File: config.mk
export PLATFORM = sky130hd
export DESIGN_NAME = yuv422_to_rgb
export DESIGN_NICKNAME = d
export VERILOG_FILES = /design/src/rtl/yuv422_to_rgb.sv
export SDC_FILE = /design/constraint.sdc
export NUM_CORES = 1
export LEC_CHECK = 0
export BUFFER_PORTS_ARGS = -buffer_cell sky130_fd_sc_hd__buf_4
export CAP_MARGIN = 20
export CORE_UTILIZATION = 60
export DETAILED_ROUTE_END_ITERATION = 8
export PLACE_DENSITY = 0.78
export SETUP_SLACK_MARGIN = 0.05
export SLEW_MARGIN = 20
export SYNTH_ARGS = -nofsm -noshare
export SYNTH_HDL_FRONTEND = slang
export SYNTH_SLANG_ARGS = --single-unit
File: constraint.sdc
create_clock -name clk -period 7.4 [get_ports clk]
set_input_delay 0.74 -clock clk [delete_from_list [all_inputs] [get_ports clk]]
set_output_delay 0.74 -clock clk [all_outputs]
set_load 0.02 [all_outputs]
File: src/rtl/yuv422_to_rgb.sv
// YUV 4:2:2 byte stream (U,Y0,V,Y1) to 24-bit RGB converter.
// Chroma products are registered once per group, one edge after V is taken.
// Each pixel then passes through a select stage and an output stage, so it
// appears two edges after its Y byte (pixel0 tracks the V byte).
//
// state | meaning
// ------+-------------------------------------------
// S_U   | waiting for U byte (signed chroma blue)
// S_Y0  | waiting for Y0 byte (first luma)
// S_V   | waiting for V byte (signed chroma red)
// S_Y1  | waiting for Y1 byte (second luma)
module yuv422_to_rgb (
    input  logic        clk,
    input  logic        reset,
    input  logic        in_en,
    input  logic [7:0]  yuv_in,
    output logic        busy,
    output logic        out_valid,
    output logic [23:0] rgb_out
);

    typedef enum logic [1:0] {S_U, S_Y0, S_V, S_Y1} state_t;

    state_t             state, state_nxt;
    logic [1:0]         busy_cnt;
    logic               accept, ld_u, ld_y0, ld_v, ld_y1;
    logic [7:0]         u_reg, y0_reg, v_reg, y1_reg;
    logic               p0_go, p1_go;
    logic signed [17:0] cr, cg, cb;
    logic [7:0]         pa_y;
    logic               pa_vld;
    logic signed [19:0] base, r_sum, g_sum, b_sum;

    // Saturate (s >>> 8) to the unsigned 8-bit range.
    function automatic logic [7:0] clamp8(input logic signed [19:0] s);
        logic signed [19:0] q;
        q = s >>> 8;
        if (q < 0)
            clamp8 = 8'h00;
        else if (q > 20'sd255)
            clamp8 = 8'hFF;
        else
            clamp8 = q[7:0];
    endfunction

    // Post-reset hold-off: down-counter, busy until terminal count.
    always_ff @(posedge clk or negedge reset) begin
        if (!reset)
            busy_cnt <= 2'd2;
        else if (busy_cnt != 2'd0)
            busy_cnt <= busy_cnt - 2'd1;
    end

    assign busy = (busy_cnt != 2'd0);

    // Byte-position state register.
    always_ff @(posedge clk or negedge reset) begin
        if (!reset)
            state <= S_U;
        else
            state <= state_nxt;
    end

    // Advance one position per accepted byte; hold across gaps.
    always_comb begin
        state_nxt = state;
        if (accept) begin
            case (state)
                S_U:     state_nxt = S_Y0;
                S_Y0:    state_nxt = S_V;
                S_V:     state_nxt = S_Y1;
                default: state_nxt = S_U;
            endcase
        end
    end

    // Per-state load enables for the byte capture registers.
    always_comb begin
        accept = in_en && !busy;
        ld_u   = 1'b0;
        ld_y0  = 1'b0;
        ld_v   = 1'b0;
        ld_y1  = 1'b0;
        case (state)
            S_U:     ld_u  = accept;
            S_Y0:    ld_y0 = accept;
            S_V:     ld_v  = accept;
            default: ld_y1 = accept;
        endcase
    end

    // Capture bytes and flag which pixel is ready to start.
    always_ff @(posedge clk or negedge reset) begin
        if (!reset) begin
            u_reg  <= 8'h00;
            y0_reg <= 8'h00;
            v_reg  <= 8'h00;
            y1_reg <= 8'h00;
            p0_go  <= 1'b0;
            p1_go  <= 1'b0;
        end else begin
            if (ld_u)  u_reg  <= yuv_in;
            if (ld_y0) y0_reg <= yuv_in;
            if (ld_v)  v_reg  <= yuv_in;
            if (ld_y1) y1_reg <= yuv_in;
            p0_go <= ld_v;
            p1_go <= ld_y1;
        end
    end

    // Chroma products and luma select. The next group's V arrives at least
    // three edges after Y1, so the chroma terms survive until pixel1 is out.
    always_ff @(posedge clk or negedge reset) begin
        if (!reset) begin
            cr     <= '0;
            cg     <= '0;
            cb     <= '0;
            pa_y   <= 8'h00;
            pa_vld <= 1'b0;
        end else begin
            pa_vld <= p0_go | p1_go;
            if (p0_go) begin
                cr   <= 18'(359 * $signed(v_reg));
                cg   <= 18'(88 * $signed(u_reg) + 183 * $signed(v_reg));
                cb   <= 18'(454 * $signed(u_reg));
                pa_y <= y0_reg;
            end else if (p1_go) begin
                pa_y <= y1_reg;
            end
        end
    end

    // 256*Y + 128 packs directly as {Y, 0x80}.
    always_comb begin
        base  = $signed({4'b0000, pa_y, 8'h80});
        r_sum = base + 20'(cr);
        g_sum = base - 20'(cg);
        b_sum = base + 20'(cb);
    end

    // Output register; rgb_out holds between pixels.
    always_ff @(posedge clk or negedge reset) begin
        if (!reset) begin
            out_valid <= 1'b0;
            rgb_out   <= 24'h000000;
        end else begin
            out_valid <= pa_vld;
            if (pa_vld)
                rgb_out <= {clamp8(r_sum), clamp8(g_sum), clamp8(b_sum)};
        end
    end

endmodule

* Yosys cells after proc, flatten, opt, wreduce, memory -nomap -nowiden
Index checks and enable logic that the tools add are counted.
Storage, ports and cells: bits of input ports 11, bits in registers 125
Operators by class: magnitude comparators 6, reductions and logical operators 6, equality and inequality tests 2, multipliers 4, bitwise gates (word level) 1, mux-type cells 13, add/subtract/negate cells 5
Operator list (number):
- 8-bit two-way mux | 8
- 17-bit by 18-bit adder with 19-bit output | 2
- 9-bit by 8-bit multiplier with 17-bit output (first input constant) | 2
- 11-bit by 9-bit > comparator with 1-bit output (second input constant) | 3
- 11-bit by 1-bit < comparator with 1-bit output (second input constant) | 3
- 17-bit by 18-bit subtractor with 19-bit output | 1
- 16-bit by 17-bit adder with 18-bit output | 1
- 10-bit by 8-bit multiplier with 18-bit output (first input constant) | 1
- 5-bit by 8-bit multiplier with 13-bit output (first input constant) | 1
- 2-bit one-hot mux with 3 select lines | 1
- 1-bit two-way mux | 4
- 2-bit nonzero test | 2
- 3-bit OR reduction | 1
- 2-bit by 1-bit equality test with 1-bit output (second input constant) | 1
- 2-bit equality test (second input constant) | 1
- 2-bit logical NOT | 1
- 2-bit by 1-bit subtractor with 2-bit output (second input constant) | 1
- 1-bit logical AND | 1
- 1-bit logical NOT | 1
- 1-bit bitwise OR | 1

* Depth between registers and ports, before layout
Gate-level depths: netlist (run 1).
word-level depth 4, depth in mapped cells 21, gate-level depth less buffers 21

* Worst setup path after synthesis (run 1)
No wires, ideal clock.
path type register to register, start point register u_reg[0], end point register cg[17], setup time 0.135 ns, slack 1.923 ns, data required time 7.265 ns, path buffers 0, period minus slack after synthesis 5.477 ns, arrival time 5.342 ns, cell stages (with the launch flop) 19, cells stage by stage dfrtp_1 > ha_1 > ha_1 > fa_1 > ha_1 > fa_1 > inv_1 > fa_1 > fa_1 > inv_1 > ha_1 > fa_1 > a21oi_1 > o21ai_0 > o41a_1 > a41oi_1 > a21oi_1 > xnor2_1 > a21oi_1
Between the ends: longest elaborated chain between the ends 2
Ends and longest elaborated chain:
- start: declaration | line 27 | logic [7:0] u_reg, y0_reg, v_reg, y1_reg;
- start signal: assignment | line 102 | if (ld_u) u_reg <= yuv_in;
- 5-bit by 8-bit multiplier with 13-bit output | line 124 | cg <= 18'(88 * $signed(u_reg) + 183 * $signed(v_reg));
- 16-bit by 17-bit adder with 18-bit output | line 124
- end signal: assignment | line 124
- end: declaration | line 29 | logic signed [17:0] cr, cg, cb;
No other way between the ends. A chain may end at the register's enable or synchronous reset.

* Worst setup path in the final report (run 1)
start point register u_reg[2], end point register cg[17]
Same word-level chain as after synthesis.

==> results of run 1 <==
==> Yosys cell counts (2+ instances only) <==
| cell | number | area (sq um) |
|---|---|---|
| o21a_1 | 6 | 45.04 |
| or2_2 | 2 | 12.51 |
| a21o_1 | 14 | 105.1 |
| a41oi_1 | 3 | 26.28 |
| o211ai_1 | 7 | 52.55 |
| a31o_1 | 3 | 26.28 |
| o21bai_1 | 4 | 30.03 |
| a21oi_1 | 48 | 240.2 |
| and3_1 | 6 | 37.54 |
| xor2_1 | 16 | 140.1 |
| a221o_1 | 9 | 90.09 |
| o2bb2ai_1 | 8 | 70.07 |
| o22ai_1 | 2 | 12.51 |
| a31oi_1 | 7 | 43.79 |
| o31ai_1 | 2 | 15.01 |
| o21ai_0 | 32 | 160.2 |
| and2_1 | 2 | 12.51 |
| clkbuf_1 | 14 | 52.55 |
| a31oi_4 | 2 | 42.54 |
| dfrtp_1 | 111 | 2778 |
| nand2b_1 | 6 | 37.54 |
| a211oi_1 | 5 | 37.54 |
| nand3_1 | 16 | 80.08 |
| a22oi_1 | 7 | 52.55 |
| nor3_1 | 15 | 75.07 |
| nor2b_1 | 11 | 68.82 |
| inv_1 | 145 | 544.3 |
| ha_1 | 176 | 2202 |
| or3_1 | 11 | 68.82 |
| mux2i_1 | 13 | 130.1 |
| xnor2_1 | 42 | 367.9 |
| o21ai_1 | 3 | 15.01 |
| nand2_1 | 42 | 157.7 |
| o41ai_1 | 2 | 17.52 |
| nor2_1 | 38 | 142.6 |
| mux2_2 | 55 | 619.3 |
| fa_1 | 61 | 1221 |
==> per-stage QoR <==
| stage | std cells | cell area (sq um) | hold slack (ps) |
|---|---|---|---|
| 3_5_place_dp | 1219 | 10690 | 467.8 |
| 4_1_cts | 1235 | 10990 | 331.7 |
| 2_1_floorplan | 975 | 10180 | 444.4 |
| 3_3_place_gp | 1219 | 10690 | 457.0 |
| 5_1_grt | 1235 | 10990 | 358.4 |
| 6_report | 1235 | 10990 | 321.3 |
==> worst max-delay path: stages, from the launching register on <==
cell,delay [ps]
dfrtp_1,530
ha_1,300
ha_1,330
fa_1,490
ha_1,310
fa_1,510
inv_1,50
fa_1,460
fa_1,540
inv_1,40
ha_1,320
fa_1,470
a21oi_1,200
o21ai_0,170
o41a_1,360
a41oi_1,270
a21oi_1,130
xnor2_1,170
a21oi_1,80
==> layout make-up <==
class | instances | area share [%]
well taps | 220 | 2.504
repair buffers | 39 | 2.664
inverters | 145 | 4.952
multi-input cells | 703 | 61.60
flip-flops and latches | 112 | 25.52
clock inverters | 7 | 0.7057
clock buffers | 9 | 2.049
==> how the worst max path moves through the flow <==
stage / from / end / slack, ps / cells after the start
2_1_floorplan: u_reg[0] / cg[17] / 1920 / 18
3_3_place_gp: u_reg[0] / cg[17] / 1640 / 18
3_5_place_dp: u_reg[0] / cg[17] / 1510 / 18
4_1_cts: u_reg[0] / cg[17] / 1490 / 18
5_1_grt: u_reg[0] / cg[17] / 1160 / 18
6_report: u_reg[2] / cg[17] / 1500 / 18
==> cells by family after synthesis <==
family	count (synthesis)
flip-flops	112
multiplexers	68
buffers and inverters	160
AND/OR/NAND/NOR	159
XOR/XNOR	58
AO/OA/AOI/OAI	181
adder cells (fa/ha/maj)	237
==> metal layers <==
| layer | vias up | track usage, % | wire length, um |
|---|---|---|---|
| met5 | - | 0 | 9 |
| met4 | 2 | 9.579 | 535 |
| met3 | 35 | 4.421 | 953 |
| met2 | 124 | 41.21 | 9586 |
| met1 | 3375 | 33.22 | 9469 |
| li1 | 3453 | - | - |
==> impl_metrics.json, run 1 <==
{
  "outcome": "complete, no violations",
  "clk_pin_slew_ps": 80,
  "cts_setup_buffers": 0,
  "synth_top_family_by_area": "adder cells",
  "place_congestion": 0.9412,
  "syn_area_sq_um": 10180,
  "skew_ps": 9.964,
  "insertion_delay_ps": 370,
  "register_area_sq_um": 2805,
  "largest_register_ffs": 24,
  "coreArea_sq_um": 16580,
  "drive_gt1_share_pct": 12.81,
  "synthesis.nets": 1223,
  "synth_edf_count": 0,
  "io_buffers": 36,
  "grt_start_max_net_pins": 78,
  "grt_pass1_vias": 6910,
  "multi_input_area_sq_um": 6771,
  "drt_iter0_drc": 314,
  "cp_max_fo": 8,
  "synth_simple_gate_area_share_pct": 7.758,
  "cts_buffers": 9,
  "cts_max_path_buffers": 2,
  "nFillCells": 1303,
  "muxShareOfSynthArea_pct": 7.364,
  "detail-route-antenna-nets": 0,
  "endpoint_kind": "register",
  "ys_seq_elements": 112,
  "crit_arrival_ps": 6120,
  "holdBufCountCts": 0,
  "hpwlAfterDp_um": 16550,
  "die_area_sq_um": 17490,
  "maxSlewHeadroom_pct": 35.94,
  "top_regs": "rgb_out (24), cg (15), cr (14)",
  "tightest_slew_ps": 960.8,
  "crit_type": "register to register",
  "synth_xor_area_share_pct": 4.991,
  "period_minus_slack_ps": 5897,
  "layout_commonest_cell": "ha_1",
  "fin_ws_ps": 1503,
  "synthAdderAreaFrac_pct": 33.64,
  "drt-total-wl_um": 20550,
  "dp_slack_ps": 1511,
  "top_register": "rgb_out",
  "diodes": 0,
  "required_ps": 7620,
  "cts-htree-levels": 3,
  "hold_violations": 0,
  "r2r-start": "u_reg[2]",
  "seq_area_frac_synth_pct": 27.55,
  "die-height_um": 132.2,
  "timing.rr.end": "cg[17]",
  "ys.flop_type": "dfrtp_1",
  "num_vias": 6989,
  "rows": 47,
  "synth_area_per_cell_sq_um": 10.44,
  "cts_resized": 0,
  "finalSetupTns_ps": 0,
  "overflow": 0,
  "pin_count": 37,
  "grt_antenna_before_repair": 1,
  "drv_slew": 0,
  "wl_per_cell_um": 16.64,
  "critPathLaunchType": "register",
  "root_buffer": "clkbuf_16",
  "synth_compound_area_share_pct": 12.79,
  "final_cell_mix": "ha_1 (176), inv_1 (145), dfrtp_1 (110)",
  "hold_path_class": "input port to async pin",
  "reg2reg_slack_ps": 1500,
  "rsz0062_at_grt": "false",
  "start_util_pct": 61.37,
  "cts_tree": "done",
  "area_delta_synth_final_pct": 8.004,
  "fin_nets": 1258,
  "drcViolationCount": 0,
  "finish.utilization_pct": 66.28,
  "reg2reg_depth": 18,
  "grtUsageTotal_pct": 25.10,
  "fin_crit_sh_pct": 79.69,
  "maxCapViolations": 0,
  "fmax_ghz": 0.1696,
  "grt_pass1_wl_um": 34390,
  "die_w_um": 132.2,
  "async_reset_ff_share_pct": 100.0,
  "synth_warnings": 0,
  "postSynthCellCount": 975,
  "drtPass1Iterations": 4,
  "cts_sinks": 112,
  "routed_via_density": 5.659,
  "yosysUniqueCellTypes": 66,
  "setup_viol": 0
}
Power of run 1 is not shown: default switching activity piles up to over one toggle a cycle in this logic, so the estimate is an artifact.
==> run 2: changes to the inputs <==
clock period = 5.7 ns   (was 7.4 ns; I/O delays follow)
==> impl_metrics.json, run 2 (synthesized netlist as in run 1, its figures left out) <==
{
  "outcome": "complete, no violations",
  "die_area_sq_um": 17490,
  "finalSetupTns_ps": 0,
  "finish.utilization_pct": 68.06,
  "nFillCells": 1257,
  "routed_via_density": 5.738,
  "cpMostUsedCell": "fa_1",
  "holdBufCountCts": 0,
  "coreArea_sq_um": 16580,
  "grt_pass1_vias": 7019,
  "grt_pass1_wl_um": 35110,
  "crit_chain": "buf_4 > ha_2 > ha_1 > fa_1 > ha_1 > fa_1 > inv_1 > fa_1 > fa_1 > fa_1 > inv_1 > ha_1 > a21oi_2 > o21ai_1 > o41a_1 > a41oi_2 > a21oi_1 > xnor2_1 > a21oi_1",
  "root_buffer": "clkbuf_16",
  "num_vias": 7184,
  "rsz0062_at_grt": "false",
  "io_buffers": 36,
  "drv_slew": 0,
  "rows": 47,
  "cts_buffers": 9,
  "wl_per_cell_um": 17.11,
  "maxSlewHeadroom_pct": 34.34,
  "cp_max_fo": 6,
  "endpoint_kind": "register",
  "crit_arrival_ps": 5720,
  "detail-route-antenna-nets": 0,
  "final_cell_mix": "ha_1 (169), inv_1 (145), dfrtp_1 (109)",
  "crit_family": "adder cells",
  "grtUsageTotal_pct": 25.64,
  "cts-htree-levels": 3,
  "required_ps": 5930,
  "fin_crit_sh_pct": 96.39,
  "multi_input_area_sq_um": 6892,
  "overflow": 0,
  "skew_ps": 7.105,
  "tightest_slew_ps": 984.9,
  "grt_start_max_net_pins": 80,
  "setup_viol": 0,
  "area_delta_synth_final_pct": 10.91,
  "pin_count": 37,
  "drive_gt1_share_pct": 15.79,
  "top_regs": "rgb_out (24), cg (15), cr (14)",
  "critPathBufInv": 3,
  "fin_nets": 1275,
  "diodes": 0,
  "max_stage_delay_ps": 540,
  "place_congestion": 0.8566,
  "period_minus_slack_ps": 5494,
  "critPathLaunchType": "register",
  "grt_antenna_before_repair": 1,
  "top_register": "rgb_out",
  "hpwlAfterDp_um": 16900,
  "drt_iter0_drc": 388,
  "maxCapViolations": 0,
  "cts_max_path_buffers": 2,
  "hold_path_class": "input port to async pin",
  "hold_violations": 0,
  "cts_tree": "done",
  "insertion_delay_ps": 370,
  "crit_type": "register to register",
  "drtPass1Iterations": 4,
  "die-height_um": 132.2,
  "drt-total-wl_um": 21430,
  "clk_pin_slew_ps": 80,
  "register_area_sq_um": 2806,
  "layout_commonest_cell": "ha_1",
  "slowest_stage": "fa_1",
  "start_util_pct": 61.37,
  "cts_sinks": 112,
  "fmax_ghz": 0.1820,
  "drcViolationCount": 0,
  "die_w_um": 132.2,
  "largest_register_ffs": 24
}
-- run 2: cell types whose count changed in the layout (fill, tap and decap cells not counted), sizes merged --
cell | before | now
inv | 146 | 147
buf | 39 | 56
clkinvlp | 1 | 0
clkinv | 5 | 3
bufinv | 0 | 2
-- run 2: metal layers --
metal | vias up | global-route usage [%] | wire length [um]
met5 | - | 0 | 13
met4 | 2 | 8.429 | 491
met3 | 37 | 4.191 | 853
met2 | 136 | 43.39 | 10530
met1 | 3517 | 33.58 | 9539
li1 | 3492 | - | -
-- run 2: worst reg2reg max path: stages, from the launching register on --
cell and delay (ps):
dfrtp_1 420, buf_4 170, ha_2 210, ha_1 250, fa_1 460, ha_1 320
fa_1 510, inv_1 50, fa_1 370, fa_1 470, fa_1 540, inv_1 40
ha_1 320, a21oi_2 160, o21ai_1 110, o41a_1 450, a41oi_2 180, a21oi_1 110
xnor2_1 140, a21oi_1 80
-- run 2: what timing repair did --
item,in CTS,in global routing
resized for setup,5,14
endpoints found under the hold margin,0,0
pin swaps,2,10
setup buffers,0,2
cloned,0,0
setup endpoints to repair,2,7
-- run 2: area by class of cell --
type / count / share of cell area [%]
Clock inverter: 7 / 1.097
Multi-Input combinational cell: 703 / 61.06
Inverter: 145 / 4.822
Clock buffer: 9 / 1.995
Tap cell: 220 / 2.439
Sequential cell: 112 / 24.86
Timing Repair Buffer: 56 / 3.725
-- run 2: metrics by stage --
stage	hold WS, ps	setup WS [ps]	area [sq um]	instances
after floorplan	274.4	222.7	10180	975
after detailed placement	467.8	42.81	10800	1234
final	348.3	205.8	11290	1252
after global routing	443.8	0.3917	11290	1252
after CTS	401.8	42.17	11190	1250
after global placement	461.1	83.55	10800	1234
-- run 2: path summary, 6_finish.rpt --
| kind | start | endpoint | slack [ps] | cells past startpoint |
|---|---|---|---|---|
| min in group clk | yuv_in[5] | u_reg[5] | 480 | 2 |
| setup / recovery | u_reg[0] | cg[17] | 210 | 19 |
| hold reg to reg | y0_reg[5] | pa_y[5] | 490 | 2 |
| setup reg to reg | u_reg[0] | cg[17] | 210 | 19 |
| hold / removal | reset | rgb_out[10] | 350 | 1 |
| max in group asynchronous | reset | u_reg[2] | 4280 | 2 |
Power of run 2 is left out for the same reason.
==> run 3: changes to the inputs <==
CORE_UTILIZATION = 64   (was 60)
PLACE_DENSITY = 0.82   (was 0.78)
==> impl_metrics.json, run 3 (synthesized netlist as in run 1, its figures left out) <==
{
  "outcome": "complete, no violations",
  "insertion_delay_ps": 370,
  "drive_gt1_share_pct": 15.89,
  "period_minus_slack_ps": 5459,
  "largest_register_ffs": 24,
  "drt_iter0_drc": 396,
  "maxCapViolations": 0,
  "coreArea_sq_um": 15370,
  "detail-route-antenna-nets": 0,
  "required_ps": 5930,
  "crit_type": "register to register",
  "multi_input_area_sq_um": 6900,
  "hpwlAfterDp_um": 17290,
  "grtUsageTotal_pct": 28.20,
  "drtPass1Iterations": 4,
  "num_vias": 7265,
  "placed_area_sq_um": 10790,
  "area_delta_synth_final_pct": 10.44,
  "slowest_stage": "fa_1",
  "final_cell_area_sq_um": 11240,
  "max_stage_delay_ps": 560,
  "clk_pin_slew_ps": 80,
  "root_buffer": "clkbuf_16",
  "drv_slew": 0,
  "tightest_slew_ps": 867.5,
  "cts-htree-levels": 3,
  "endpoint_kind": "register",
  "final_cell_mix": "ha_1 (168), inv_1 (145), dfrtp_1 (110)",
  "io_buffers": 36,
  "hold_path_class": "input port to async pin",
  "cts_buffers": 9,
  "die-height_um": 128.1,
  "critPathLaunchType": "register",
  "setup_viol": 0,
  "cts_sinks": 112,
  "grt_start_max_net_pins": 71,
  "grt_antenna_before_repair": 0,
  "rows": 45,
  "grt_pass1_vias": 7370,
  "crit_arrival_ps": 5690,
  "finalSetupTns_ps": 0,
  "drt-total-wl_um": 22000,
  "hold_violations": 0,
  "pin_count": 37,
  "cp_max_fo": 4,
  "grt_pass1_wl_um": 35550,
  "holdBufCountCts": 0,
  "busiest_layer": "met2",
  "routed_via_density": 5.845,
  "cts_max_path_buffers": 2,
  "grt_use_met2_pct": 47.86,
  "fin_nets": 1275,
  "wl_per_cell_um": 17.70,
  "die_w_um": 128.1,
  "finish.utilization_pct": 73.12,
  "grt_util_met1_pct": 36.30,
  "grt_util_met3_pct": 3.715,
  "die_area_sq_um": 16410,
  "maxSlewHeadroom_pct": 42.17,
  "layout_commonest_cell": "ha_1",
  "register_area_sq_um": 2805,
  "start_util_pct": 66.21,
  "top_regs": "rgb_out (24), cg (15), cr (14)",
  "top_register": "rgb_out",
  "skew_ps": 5.888,
  "fmax_ghz": 0.1832,
  "overflow": 0,
  "crit_chain": "ha_1 > fa_1 > ha_4 > a21o_1 > a21oi_2 > nor2b_1 > o21ai_0 > nor2b_1 > xnor2_1 > fa_1 > fa_1 > ha_1 > ha_1 > inv_1 > o21ai_0 > o41a_1 > a41oi_2 > a21oi_2 > xnor2_1 > a21oi_1",
  "drcViolationCount": 0,
  "diodes": 0,
  "nFillCells": 1030,
  "place_congestion": 0.8858,
  "fin_crit_sh_pct": 95.78,
  "cts_tree": "done"
}
run 3: layout make-up:
cell class | count | area share, %
clock inverter | 6 | 0.5900
multi-input combinational | 703 | 61.39
sequential | 112 | 24.96
tap | 211 | 2.349
clock buffer | 10 | 2.126
inverter | 145 | 4.842
timing repair buffer | 56 | 3.740
run 3: final timing paths:
kind / startpoint / end / slack [ps] / cells past startpoint
hold reg to reg: y0_reg[1] / pa_y[1] / 480 / 2
setup / recovery: u_reg[1] / cg[17] / 240 / 20
setup reg to reg: u_reg[1] / cg[17] / 240 / 20
min in group clk: yuv_in[7] / y1_reg[7] / 480 / 2
hold / removal: reset / rgb_out[11] / 190 / 1
max in group asynchronous: reset / p0_go / 4200 / 2
run 3: metrics by stage:
step,std cells,setup slack (ps),hold slack (ps)
finish,1243,240.6,190.3
global route,1243,-52.36,239.6
CTS,1241,75.22,205.2
detailed placement,1225,22.17,465.1
global placement,1225,107.8,456.7
floorplan,975,222.7,274.4
run 3: timing repair:
action,in CTS,in global routing
buffers inserted,0,2
pin swaps,0,9
gates resized for setup,4,15
endpoints found under the setup margin,2,6
run 3: metal layers:
metal	share of wire, %	up-vias
met4	3.8	0
met2	49	168
met1	44	3560
met5	0	-
li1	-	3482
met3	3.9	55
run 3: critical path, delay by kind of cell (launching register included):
family                     cells  cell delay [ps]
AOI/OAI and AO/OA              8             1400
xor gates and xnor gates       2              290
adders and majority gates      7             2850
buffers and inverters          1               70
DFF                            1              420
and+or+nand+nor                2              280
Power of run 3 is left out for the same reason.
